File: src/rtl/uart_pkg.sv
// Shared UART definitions for the RX frame decoder and the TX serializer.
package uart_pkg;

  // Frame-level states of the receiver (the TX side reuses the same names).
  typedef enum logic [2:0] {
    IDLE,
    START,
    DATA,
    PARITY,
    STOP,
    BREAK
  } uart_state_t;

  // Parity type selector values.
  localparam logic PAR_EVEN = 1'b0;
  localparam logic PAR_ODD  = 1'b1;

  // Supported oversampling ratios.
  localparam int PRESCALE_8  = 8;
  localparam int PRESCALE_16 = 16;
  localparam int PRESCALE_32 = 32;

  // True for an oversampling ratio the bit timing is designed around.
  function automatic logic legal_prescale(input int p);
    return (p == PRESCALE_8) || (p == PRESCALE_16) || (p == PRESCALE_32);
  endfunction

  // 2-of-3 vote used to reject single-sample noise inside a bit.
  function automatic logic majority3(input logic [2:0] s);
    return (s[0] & s[1]) | (s[0] & s[2]) | (s[1] & s[2]);
  endfunction

endpackage

File: src/rtl/uart_rx_frame_if.sv
// Line, configuration and result bundle of the UART frame receiver.
interface uart_rx_frame_if #(
  parameter int DATA_W     = 8,
  parameter int PRESCALE_W = 6
);
  logic                  RX_IN;
  logic [PRESCALE_W-1:0] PRESCALE;
  logic                  PAR_EN;
  logic                  PAR_TYP;
  logic [DATA_W-1:0]     P_DATA;
  logic                  DATA_VALID;
  logic                  PAR_ERR;
  logic                  STP_ERR;

  // Side that owns the serial line and configuration and consumes bytes.
  modport master (
    output RX_IN, PRESCALE, PAR_EN, PAR_TYP,
    input  P_DATA, DATA_VALID, PAR_ERR, STP_ERR
  );

  // Receiver side.
  modport slave (
    input  RX_IN, PRESCALE, PAR_EN, PAR_TYP,
    output P_DATA, DATA_VALID, PAR_ERR, STP_ERR
  );
endinterface

File: src/rtl/uart_rx_sampler.sv
// Per-bit edge counter and 3-sample majority voter around the bit centre.
module uart_rx_sampler
  import uart_pkg::*;
#(
  parameter int PRESCALE_W = 6
) (
  input  logic                  CLK,
  input  logic                  RST,
  input  logic                  run,       // a frame is in progress
  input  logic                  start,     // start edge seen this cycle (edge 0)
  input  logic                  rx_s,
  input  logic [PRESCALE_W-1:0] prescale,
  output logic                  bit_val,
  output logic                  bit_done
);

  logic [PRESCALE_W-1:0] edge_cnt_reg;
  logic [2:0]            samples_reg;
  logic [PRESCALE_W-1:0] half;
  logic [PRESCALE_W-1:0] last_edge;

  assign half      = prescale >> 1;
  assign last_edge = prescale - PRESCALE_W'(1);

  // Edge counter: the start-detect cycle is edge 0, so the first counted value is 1.
  always_ff @(posedge CLK) begin
    if (!RST) begin
      edge_cnt_reg <= '0;
    end else if (run) begin
      edge_cnt_reg <= (edge_cnt_reg == last_edge) ? '0 : edge_cnt_reg + PRESCALE_W'(1);
    end else begin
      edge_cnt_reg <= start ? PRESCALE_W'(1) : '0;
    end
  end

  // Capture the three centre samples of the current bit.
  always_ff @(posedge CLK) begin
    if (!RST) begin
      samples_reg <= 3'b111;
    end else if (run) begin
      if (edge_cnt_reg == half - PRESCALE_W'(1)) samples_reg[0] <= rx_s;
      if (edge_cnt_reg == half)                  samples_reg[1] <= rx_s;
      if (edge_cnt_reg == half + PRESCALE_W'(1)) samples_reg[2] <= rx_s;
    end
  end

  assign bit_val  = majority3(samples_reg);
  assign bit_done = run && (edge_cnt_reg == last_edge);

endmodule

File: src/rtl/uart_rx_frame.sv
// UART receiver: synchronizer, frame FSM, shift register and parity/stop checks.
module uart_rx_frame #(
  parameter int DATA_W     = 8,
  parameter int PRESCALE_W = 6
) (
  input logic           CLK,
  input logic           RST,
  uart_rx_frame_if.slave bus
);
  import uart_pkg::*;

  localparam int CNT_W = (DATA_W > 1) ? $clog2(DATA_W) : 1;
  localparam logic [CNT_W-1:0] LAST_BIT = CNT_W'(DATA_W - 1);

  logic [1:0]            sync_reg;
  logic                  rx_s;
  uart_state_t           state_reg;
  logic [CNT_W-1:0]      bit_cnt_reg;
  logic [DATA_W-1:0]     shift_reg;
  logic                  par_bad_reg;
  logic [PRESCALE_W-1:0] prescale_reg;
  logic                  par_en_reg;
  logic                  par_typ_reg;
  logic [DATA_W-1:0]     p_data_reg;
  logic                  data_valid_reg;
  logic                  par_err_reg;
  logic                  stp_err_reg;
  logic                  run;
  logic                  start;
  logic                  bit_val;
  logic                  bit_done;
  logic                  exp_par;

  assign rx_s    = sync_reg[1];
  assign run     = (state_reg == START) || (state_reg == DATA) ||
                   (state_reg == PARITY) || (state_reg == STOP);
  assign start   = (state_reg == IDLE) && !rx_s;
  assign exp_par = (^shift_reg) ^ (par_typ_reg == PAR_ODD);

  // Two-flop synchronizer for the asynchronous line; resets to the idle level.
  always_ff @(posedge CLK) begin
    if (!RST) sync_reg <= 2'b11;
    else      sync_reg <= {sync_reg[0], bus.RX_IN};
  end

  uart_rx_sampler #(.PRESCALE_W(PRESCALE_W)) u_sampler (
    .CLK      (CLK),
    .RST      (RST),
    .run      (run),
    .start    (start),
    .rx_s     (rx_s),
    .prescale (prescale_reg),
    .bit_val  (bit_val),
    .bit_done (bit_done)
  );

  // Frame FSM with registered byte, strobe and error flags.
  always_ff @(posedge CLK) begin
    if (!RST) begin
      state_reg      <= IDLE;
      bit_cnt_reg    <= '0;
      shift_reg      <= '0;
      par_bad_reg    <= 1'b0;
      prescale_reg   <= PRESCALE_W'(PRESCALE_8);
      par_en_reg     <= 1'b0;
      par_typ_reg    <= PAR_EVEN;
      p_data_reg     <= '0;
      data_valid_reg <= 1'b0;
      par_err_reg    <= 1'b0;
      stp_err_reg    <= 1'b0;
    end else begin
      data_valid_reg <= 1'b0;
      case (state_reg)
        IDLE: begin
          if (!rx_s) begin
            // Configuration is frozen for the whole frame; an unsupported
            // ratio falls back to 16 so the counters stay well defined.
            state_reg    <= START;
            prescale_reg <= legal_prescale(int'(bus.PRESCALE)) ?
                            bus.PRESCALE : PRESCALE_W'(PRESCALE_16);
            par_en_reg   <= bus.PAR_EN;
            par_typ_reg  <= bus.PAR_TYP;
          end
        end
        START: begin
          if (bit_done) begin
            if (!bit_val) begin
              state_reg   <= DATA;
              bit_cnt_reg <= '0;
              par_bad_reg <= 1'b0;
              par_err_reg <= 1'b0;
              stp_err_reg <= 1'b0;
            end else begin
              state_reg <= IDLE;  // glitch, flags untouched
            end
          end
        end
        DATA: begin
          if (bit_done) begin
            shift_reg <= {bit_val, shift_reg[DATA_W-1:1]};
            if (bit_cnt_reg == LAST_BIT) begin
              state_reg <= par_en_reg ? PARITY : STOP;
            end else begin
              bit_cnt_reg <= bit_cnt_reg + CNT_W'(1);
            end
          end
        end
        PARITY: begin
          if (bit_done) begin
            if (bit_val != exp_par) par_bad_reg <= 1'b1;
            state_reg <= STOP;
          end
        end
        STOP: begin
          if (bit_done) begin
            if (bit_val) begin
              if (par_bad_reg) begin
                par_err_reg <= 1'b1;
              end else begin
                p_data_reg     <= shift_reg;
                data_valid_reg <= 1'b1;
              end
              state_reg <= IDLE;
            end else begin
              stp_err_reg <= 1'b1;
              par_err_reg <= par_bad_reg;
              state_reg   <= BREAK;
            end
          end
        end
        BREAK: begin
          // A held-low line reports one framing error, then waits for idle.
          if (rx_s) state_reg <= IDLE;
        end
        default: state_reg <= IDLE;
      endcase
    end
  end

  assign bus.P_DATA     = p_data_reg;
  assign bus.DATA_VALID = data_valid_reg;
  assign bus.PAR_ERR    = par_err_reg;
  assign bus.STP_ERR    = stp_err_reg;

endmodule

File: src/flat_wrapper.sv
// flat-port wrapper written by rule: the top's interface ports become plain ports
module uart_rx_frame_flat import uart_pkg::*;
#(
  parameter int DATA_W     = 8,
  parameter int PRESCALE_W = 6
)
  (CLK, RST, bus_RX_IN, bus_PRESCALE, bus_PAR_EN, bus_PAR_TYP, bus_P_DATA, bus_DATA_VALID, bus_PAR_ERR, bus_STP_ERR);
  uart_rx_frame_if #(.DATA_W(DATA_W), .PRESCALE_W(PRESCALE_W)) bus_i ();
  input logic CLK;
  input logic RST;
  input wire logic [$bits(bus_i.RX_IN)-1:0] bus_RX_IN;
  input wire logic [$bits(bus_i.PRESCALE)-1:0] bus_PRESCALE;
  input wire logic [$bits(bus_i.PAR_EN)-1:0] bus_PAR_EN;
  input wire logic [$bits(bus_i.PAR_TYP)-1:0] bus_PAR_TYP;
  output wire logic [$bits(bus_i.P_DATA)-1:0] bus_P_DATA;
  output wire logic [$bits(bus_i.DATA_VALID)-1:0] bus_DATA_VALID;
  output wire logic [$bits(bus_i.PAR_ERR)-1:0] bus_PAR_ERR;
  output wire logic [$bits(bus_i.STP_ERR)-1:0] bus_STP_ERR;
  assign bus_i.RX_IN = bus_RX_IN;
  assign bus_i.PRESCALE = bus_PRESCALE;
  assign bus_i.PAR_EN = bus_PAR_EN;
  assign bus_i.PAR_TYP = bus_PAR_TYP;
  assign bus_P_DATA = bus_i.P_DATA;
  assign bus_DATA_VALID = bus_i.DATA_VALID;
  assign bus_PAR_ERR = bus_i.PAR_ERR;
  assign bus_STP_ERR = bus_i.STP_ERR;
  uart_rx_frame #(.DATA_W(DATA_W), .PRESCALE_W(PRESCALE_W)) u_core (.CLK(CLK), .RST(RST), .bus(bus_i));
endmodule
File: config.mk
export PLATFORM = sky130hd
export DESIGN_NAME = uart_rx_frame_flat
export DESIGN_NICKNAME = d
export VERILOG_FILES = /design/src/rtl/uart_pkg.sv /design/src/rtl/uart_rx_frame_if.sv /design/src/rtl/uart_rx_sampler.sv /design/src/rtl/uart_rx_frame.sv /design/src/flat_wrapper.sv
export SDC_FILE = /design/constraint.sdc
export NUM_CORES = 1
export LEC_CHECK = 0
export CAP_MARGIN = 40
export CORE_MARGIN = 10
export CORE_UTILIZATION = 60
export CTS_CLUSTER_DIAMETER = 100
export DETAILED_ROUTE_END_ITERATION = 7
export PLACE_DENSITY = 0.88
export SKIP_CTS_REPAIR_TIMING = 1
export SLEW_MARGIN = 5
export SYNTH_ARGS = -nofsm -noshare
export SYNTH_HDL_FRONTEND = slang
export SYNTH_SLANG_ARGS = --single-unit
export TNS_END_PERCENT = 1
File: constraint.sdc
create_clock -name CLK -period 7.1 [get_ports CLK]
set_input_delay 1.775 -clock CLK [delete_from_list [all_inputs] [get_ports CLK]]
set_output_delay 1.775 -clock CLK [all_outputs]
set_load 0.02 [all_outputs]
==> summary.md, run 1 <==
| Metric | Value |
|---|---|
| Vias in the first global route | 2001 |
| Num CTS Buffers | 5 |
| EDFF count, synth | 0 |
| Clk slew on worst S/H paths | 0.08 ns |
| Max-Slew Margin vs Limit | 48.5% |
| TritonRoute pass-1 iters | 5 |
| Clk_lat worst skew | 0.30 ns |
| Worst slew pin tran | 0.767 ns |
| Fin crit share | 47.8% |
| Hold endpoint | u_core.sync_reg[1] |
| Nets | 311 |
| Vias | 2055 |
| Yosys reg bits | 45 |
| Critical Path RT | 7.31 ns |
| Share of cells above drive strength 1 | 6.46% |
| Top_reg_cell synth | dfxtp_1 |
| Pleak | 1.05 nW |
| CTS tree | built |
| CP max FO | 25 |
| Startpoint types | primary input |
| Sequential fraction of the synthesis area | 36.2% |
| Max Slew Vio Count | 0 |
| Residual DRC | 0 |
| First-pass GRT wire length | 9.20 mm |
| CP Capture Type | flop |
| Storage cell area | 901 µm² |
| R2R Setup Slk | 4.35 ns |
| Worst r2r dst | u_core.bus.P_DATA[2] |
| Synth Area in Simple Gates | 21.9% |
| Hold Startpoint | u_core.sync_reg[0] |
| Clk pwr share | 32.5% |
| Placed cell areas | 0.00273 mm² |
| Hold path cells | 1 |
| Final hold violation count | 0 |
| Starting Density | 62.2% |
| Metal-1 WL | 2.38 mm |
| First DRT Iteration DRCs | 140 |
| Syn nets | 295 |
| Die width | 84.4 µm |
| Warning count from the yosys run | 0 |
| Fillers | 295 |
| # H-tree levels | 2 |
| Post-DP HPWL | 4.02 mm |
| Sw power | 0.137 mW |
| Switching Share | 28.0% |
| RSZ-0062 raised after global routing | false |
| Routed wl met3 | 282 µm |
| Minimum clock period | 3.39 ns |
| P_int | 0.353 mW |
| Share of synthesized area spent on multiplexers | 9.26% |
| VDD IR-drop max | 0.176 mV |
| DIE AREA | 0.00712 mm² |
| Root Driver | clkbuf_8 |
| Max cap viols | 0 |
| Tot GR Track Use | 15.2% |
| Grt ovf | 0 |
| Area grow syn2layout | 13.2% |
| Setup TNS | 0 ns |
| Final ANT Viol Nets | 0 |
| Wire length on met2 | 2.71 mm |
| Clk_skew | 0.00367 ns |
| Mapped cell area | 0.00249 mm² |
| FP Rows | 23 |
| Clk sinks | 45 |
| R2R cell count | 8 |
| XOR/XNOR share of the synthesized area | 10.1% |
| Ant diodes | 0 |
| Cells after Synth | 277 |
| Clock Path Buffers | 2 |
| Area fraction in compound gates after synthesis | 14.1% |
| Status | finished, final reports clean |
| Placer Congestion | 0.942 |
| DR WL/cell | 15.8 µm |
| WS Path Type | primary input to flop |
| Initial antenna violation count | 0 |
| CP Data Arrival Time | 3.60 ns |
| FFs w/ async S/R, synth | 0% |
| Area occupied by multi-input gates | 0.00148 mm² |
| Final setup fails | 0 |
| Seq pwr share | 55.0% |
| Fmax | 0.295 GHz |
| PD cells | 174 mW/mm² |
| Post-synthesis cell type count | 58 |
| Largest net degree at the start of global routing | 26 |
| Core area | 0.00400 mm² |
| Top Layer Used | met4 |
| I/O pin cnt | 22 |
| Via/cell ratio | 5.97 |
| IO Port Bufs | 21 |
| Reg-to-Reg Start | u_core.prescale_reg[1] |
| Final wirelength | 5.45 mm |
| Average cell area after synthesis | 8.98 µm² |
| Comb power frac | 12.5% |
| Fin area | 0.00282 mm² |
| Hold crit path type | flop to flop |
| Combinational family with the most area after synthesis | simple AND/OR/NAND/NOR gates |
| Synth Area in Adders | 3.93% |
| Die height | 84.4 µm |
## worst max-delay path: stages
cell	delay [ns]
clkdlybuf4s50_1	0.62
inv_1	0.52
buf_16	0.23
nor3_1	0.06
and3_1	0.19
a31o_2	0.20
## cells in the mapped netlist (2+ instances only)
cell / number / area (µm²)
o21ai_0: 3 / 15.0
inv_1: 11 / 41.3
nor3_1: 10 / 50.1
ha_1: 7 / 87.6
nand3_1: 7 / 35.0
nor2_1: 31 / 116
or3_1: 3 / 18.8
xnor2_1: 14 / 123
mux2i_1: 23 / 230
a31oi_1: 2 / 12.5
clkbuf_1: 7 / 26.3
nor4_1: 6 / 37.5
nand2_1: 17 / 63.8
nor2b_1: 2 / 12.5
o31ai_1: 6 / 45.0
o211ai_1: 2 / 15.0
a21oi_1: 11 / 55.1
and3_1: 7 / 43.8
a21boi_0: 3 / 22.5
dfxtp_1: 45 / 901
nor3b_1: 2 / 15.0
buf_2: 4 / 20.0
a21o_1: 2 / 15.0
xor2_1: 12 / 105
o21a_1: 2 / 15.0
nand4_1: 2 / 12.5
nand2b_1: 5 / 31.3
## through the flow
step	power (mW)	instances	setup slack (ns)	util, %	hold slack, ns
CTS	0.492	344	3.73	70.4	0.438
finish	0.491	344	3.71	70.4	0.429
detailed placement	0.336	336	3.39	68.1	0.415
global placement	0.332	335	3.19	67.4	0.390
global route	0.509	344	3.63	70.4	0.442
floorplan	0.316	277	4.49	-	0.386
## cell usage in the layout, fill, tap and decap left out, types with 2 or more instances in the layout
cell type,Yosys,layout
nand2b_1,5,5
ha_1,7,7
inv_1,11,11
mux2i_1,23,23
nor2_1,31,31
xnor2_1,14,14
a21boi_0,3,3
xor2_1,12,12
or3_1,3,3
dfxtp_1,45,45
nor4_1,6,6
clkbuf_8,0,5
nor2b_1,2,2
a31oi_1,2,2
nand4_1,2,2
and3_1,7,7
clkdlybuf4s50_1,0,21
nand2_1,17,17
a21oi_1,11,11
nor3_1,10,10
o21ai_0,3,3
o211ai_1,2,2
a21o_1,2,2
o21a_1,2,2
o31ai_1,6,6
nor3b_1,2,2
nand3_1,7,7
## final cells by class
class                      instances  share of cell area [%]
inverter                          11                    1.47
timing repair buffer              23                    8.71
clock inverter                     3                   0.756
multi-input combinational        207                    52.4
clock buffer                       5                    2.44
tap                               50                    2.22
sequential                        45                    32.0
## worst max path at each step
stage / startpoint / end / slack (ns) / cells past startpoint
6_report: RST / u_core.state_reg[0] / 3.71 / 6
3_3_place_gp: RST / u_core.state_reg[0] / 3.19 / 5
5_1_grt: RST / u_core.state_reg[0] / 3.63 / 6
3_5_place_dp: RST / u_core.state_reg[0] / 3.39 / 6
2_1_floorplan: bus_PRESCALE[2] / u_core.prescale_reg[4] / 4.49 / 3
4_1_cts: RST / u_core.state_reg[0] / 3.73 / 6
## cell families (layout without fill, tap and decap cells)
| group | count (synthesis) | in the layout |
|---|---|---|
| AOI/OAI and AO/OA | 47 | 47 |
| xor gates and xnor gates | 27 | 27 |
| adders and majority gates | 8 | 8 |
| buffers and inverters | 25 | 42 |
| DFF | 45 | 45 |
| muxes | 23 | 23 |
| and+or+nand+nor | 102 | 102 |
## layer usage
metal,up-vias,GRT usage [%]
met3,9,4.06
met1,961,17.2
met5,-,0
met4,0,5.54
li1,1025,-
met2,60,26.8
## power by group through the flow
stage               Combinational (mW)  Sequential, mW  Clock, mW
finish                          0.0612           0.270      0.159
global route                    0.0672           0.271      0.171
CTS                             0.0607           0.270      0.161
detailed placement              0.0598           0.276          0
global placement                0.0566           0.275          0
floorplan                       0.0492           0.267          0
Power figures use the tool's default switching activity.
==> run 2: changes to the inputs <==
- CORE_UTILIZATION: 60 -> 52
- PLACE_DENSITY: 0.88 -> 0.81
- clock period: 7.1 -> 2.87 ns (I/O delays scaled with it)
==> summary.md, run 2 (synthesis results as in run 1) <==
| Metric | Value |
|---|---|
| Area grow syn2layout | 14.1% |
| CP Data Arrival Time | 2.65 ns |
| FP Rows | 25 |
| Die height | 89.1 µm |
| Core area | 0.00469 mm² |
| First DRT Iteration DRCs | 194 |
| Ant diodes | 0 |
| Final ANT Viol Nets | 0 |
| TritonRoute pass-1 iters | 4 |
| WP buf/inv | 1 |
| Max cap viols | 0 |
| Fin crit share | 86.1% |
| Most frequent cells in the layout | dfxtp_1, nor2_1, mux2i_1 |
| Clock Path Buffers | 2 |
| Startpoint types | flop |
| RSZ-0062 raised after global routing | false |
| Pleak | 1.07 nW |
| VDD IR-drop max | 0.388 mV |
| Vias | 2048 |
| CP Capture Type | flop |
| Clk slew on worst S/H paths | 0.08 ns |
| Largest net degree at the start of global routing | 28 |
| PD cells | 453 mW/mm² |
| Initial antenna violation count | 0 |
| Critical Path RT | 3.05 ns |
| Fmax | 0.405 GHz |
| Via/cell ratio | 5.85 |
| Tot GR Track Use | 14.9% |
| Root Driver | clkbuf_8 |
| Max-Slew Margin vs Limit | 63.8% |
| Setup TNS | 0 ns |
| Max incr delay on CP | 0.50 ns |
| Critical-path cell list | inv_1 -> ha_1 -> o21ba_2 -> a221oi_2 -> o22ai_2 -> nor3_4 -> mux2i_1 -> nor2_1 |
| Final wirelength | 5.33 mm |
| Final setup fails | 0 |
| Cell family with most CP delay | compound AO/OA/AOI/OAI gates |
| Grt ovf | 0 |
| # H-tree levels | 2 |
| Max Slew Vio Count | 0 |
| DIE AREA | 0.00795 mm² |
| WS Path Type | flop to flop |
| Clk_lat worst skew | 0.30 ns |
| Minimum clock period | 2.47 ns |
| Placer Congestion | 0.858 |
| IO Port Bufs | 21 |
| I/O pin cnt | 22 |
| Commonest non-fill, non-tap cell in the layout | dfxtp_1 |
| Share of cells above drive strength 1 | 7.09% |
| Clk_skew | 0.00842 ns |
| First-pass GRT wire length | 9.60 mm |
| Hold crit path type | flop to flop |
| Residual DRC | 0 |
| Vias in the first global route | 2064 |
| Slowest-stage cell, CP | nor3_4 |
| Clk sinks | 45 |
| Worst slew pin tran | 0.542 ns |
| Num CTS Buffers | 5 |
| Final hold violation count | 0 |
| Post-DP HPWL | 3.95 mm |
| Status | finished, final reports clean |
| CP max FO | 8 |
| Nets | 314 |
| DR WL/cell | 15.2 µm |
| CTS tree | built |
| Final Power | 1.28 mW |
| Starting Density | 53.0% |
| Die width | 89.1 µm |
-- run 2: changes by cell type in the layout (fill, tap and decap cells not counted) --
| cell | delta |
|---|---|
| buf_16 | -1 |
| clkinvlp_4 | -1 |
| buf_4 | +4 |
| inv_6 | -1 |
| bufinv_16 | +1 |
-- run 2: metal layers --
layer  track usage [%]  wire length (µm)  vias to the layer above  part of all wire [%]
met2              25.9              2550                       74                    48
met1              17.2              2330                      946                    44
li1                  -                 -                     1020                     -
met5                 0                 0                        -                     0
met4              4.48                67                        0                   1.3
met3              4.38               379                        8                   7.1
-- run 2: worst paths after layout --
| check | start | endpoint | slack (ns) | cells past startpoint |
|---|---|---|---|---|
| worst max-delay path | u_core.prescale_reg[1] | u_core.shift_reg[3] | 0.40 | 8 |
| worst min register to register | u_core.sync_reg[0] | u_core.sync_reg[1] | 0.41 | 1 |
| worst max register to register | u_core.prescale_reg[1] | u_core.shift_reg[3] | 0.40 | 8 |
| worst min-delay path | u_core.sync_reg[0] | u_core.sync_reg[1] | 0.41 | 1 |
-- run 2: worst reg2reg max path, stage by stage (launching register included) --
cell and delay, ns:
dfxtp_1 0.39, inv_1 0.13, ha_1 0.28, o21ba_2 0.23, a221oi_2 0.32, o22ai_2 0.20
nor3_4 0.50, mux2i_1 0.26, nor2_1 0.05
-- run 2: power by group --
group          switching (mW)  total, mW  leakage [nW]  internal (mW)
sequential             0.0268      0.664         0.364          0.637
combinational          0.0914      0.155         0.647         0.0635
clock                   0.212      0.465        0.0540          0.253
-- run 2: layout make-up --
cell class | count | area [µm²]
clock buffer | 5 | 68.8
sequential | 45 | 901
inverter | 11 | 41.3
clock inverter | 2 | 35.0
tap | 54 | 67.6
timing repair buffer | 26 | 248
multi-input combinational | 207 | 1480
fill | 395 | 1860
-- run 2: metrics by stage --
step / util [%] / instances / worst slack, ns / instance area [µm²] / hold slack (ns)
global placement: 58.2 / 343 / 0.472 / 2730 / 0.391
finish: 60.5 / 350 / 0.399 / 2840 / 0.413
CTS: 60.5 / 350 / 0.398 / 2840 / 0.415
floorplan: - / 277 / 0.483 / 2490 / 0.386
detailed placement: 58.2 / 343 / 0.407 / 2730 / 0.396
global route: 60.5 / 350 / 0.119 / 2840 / 0.459
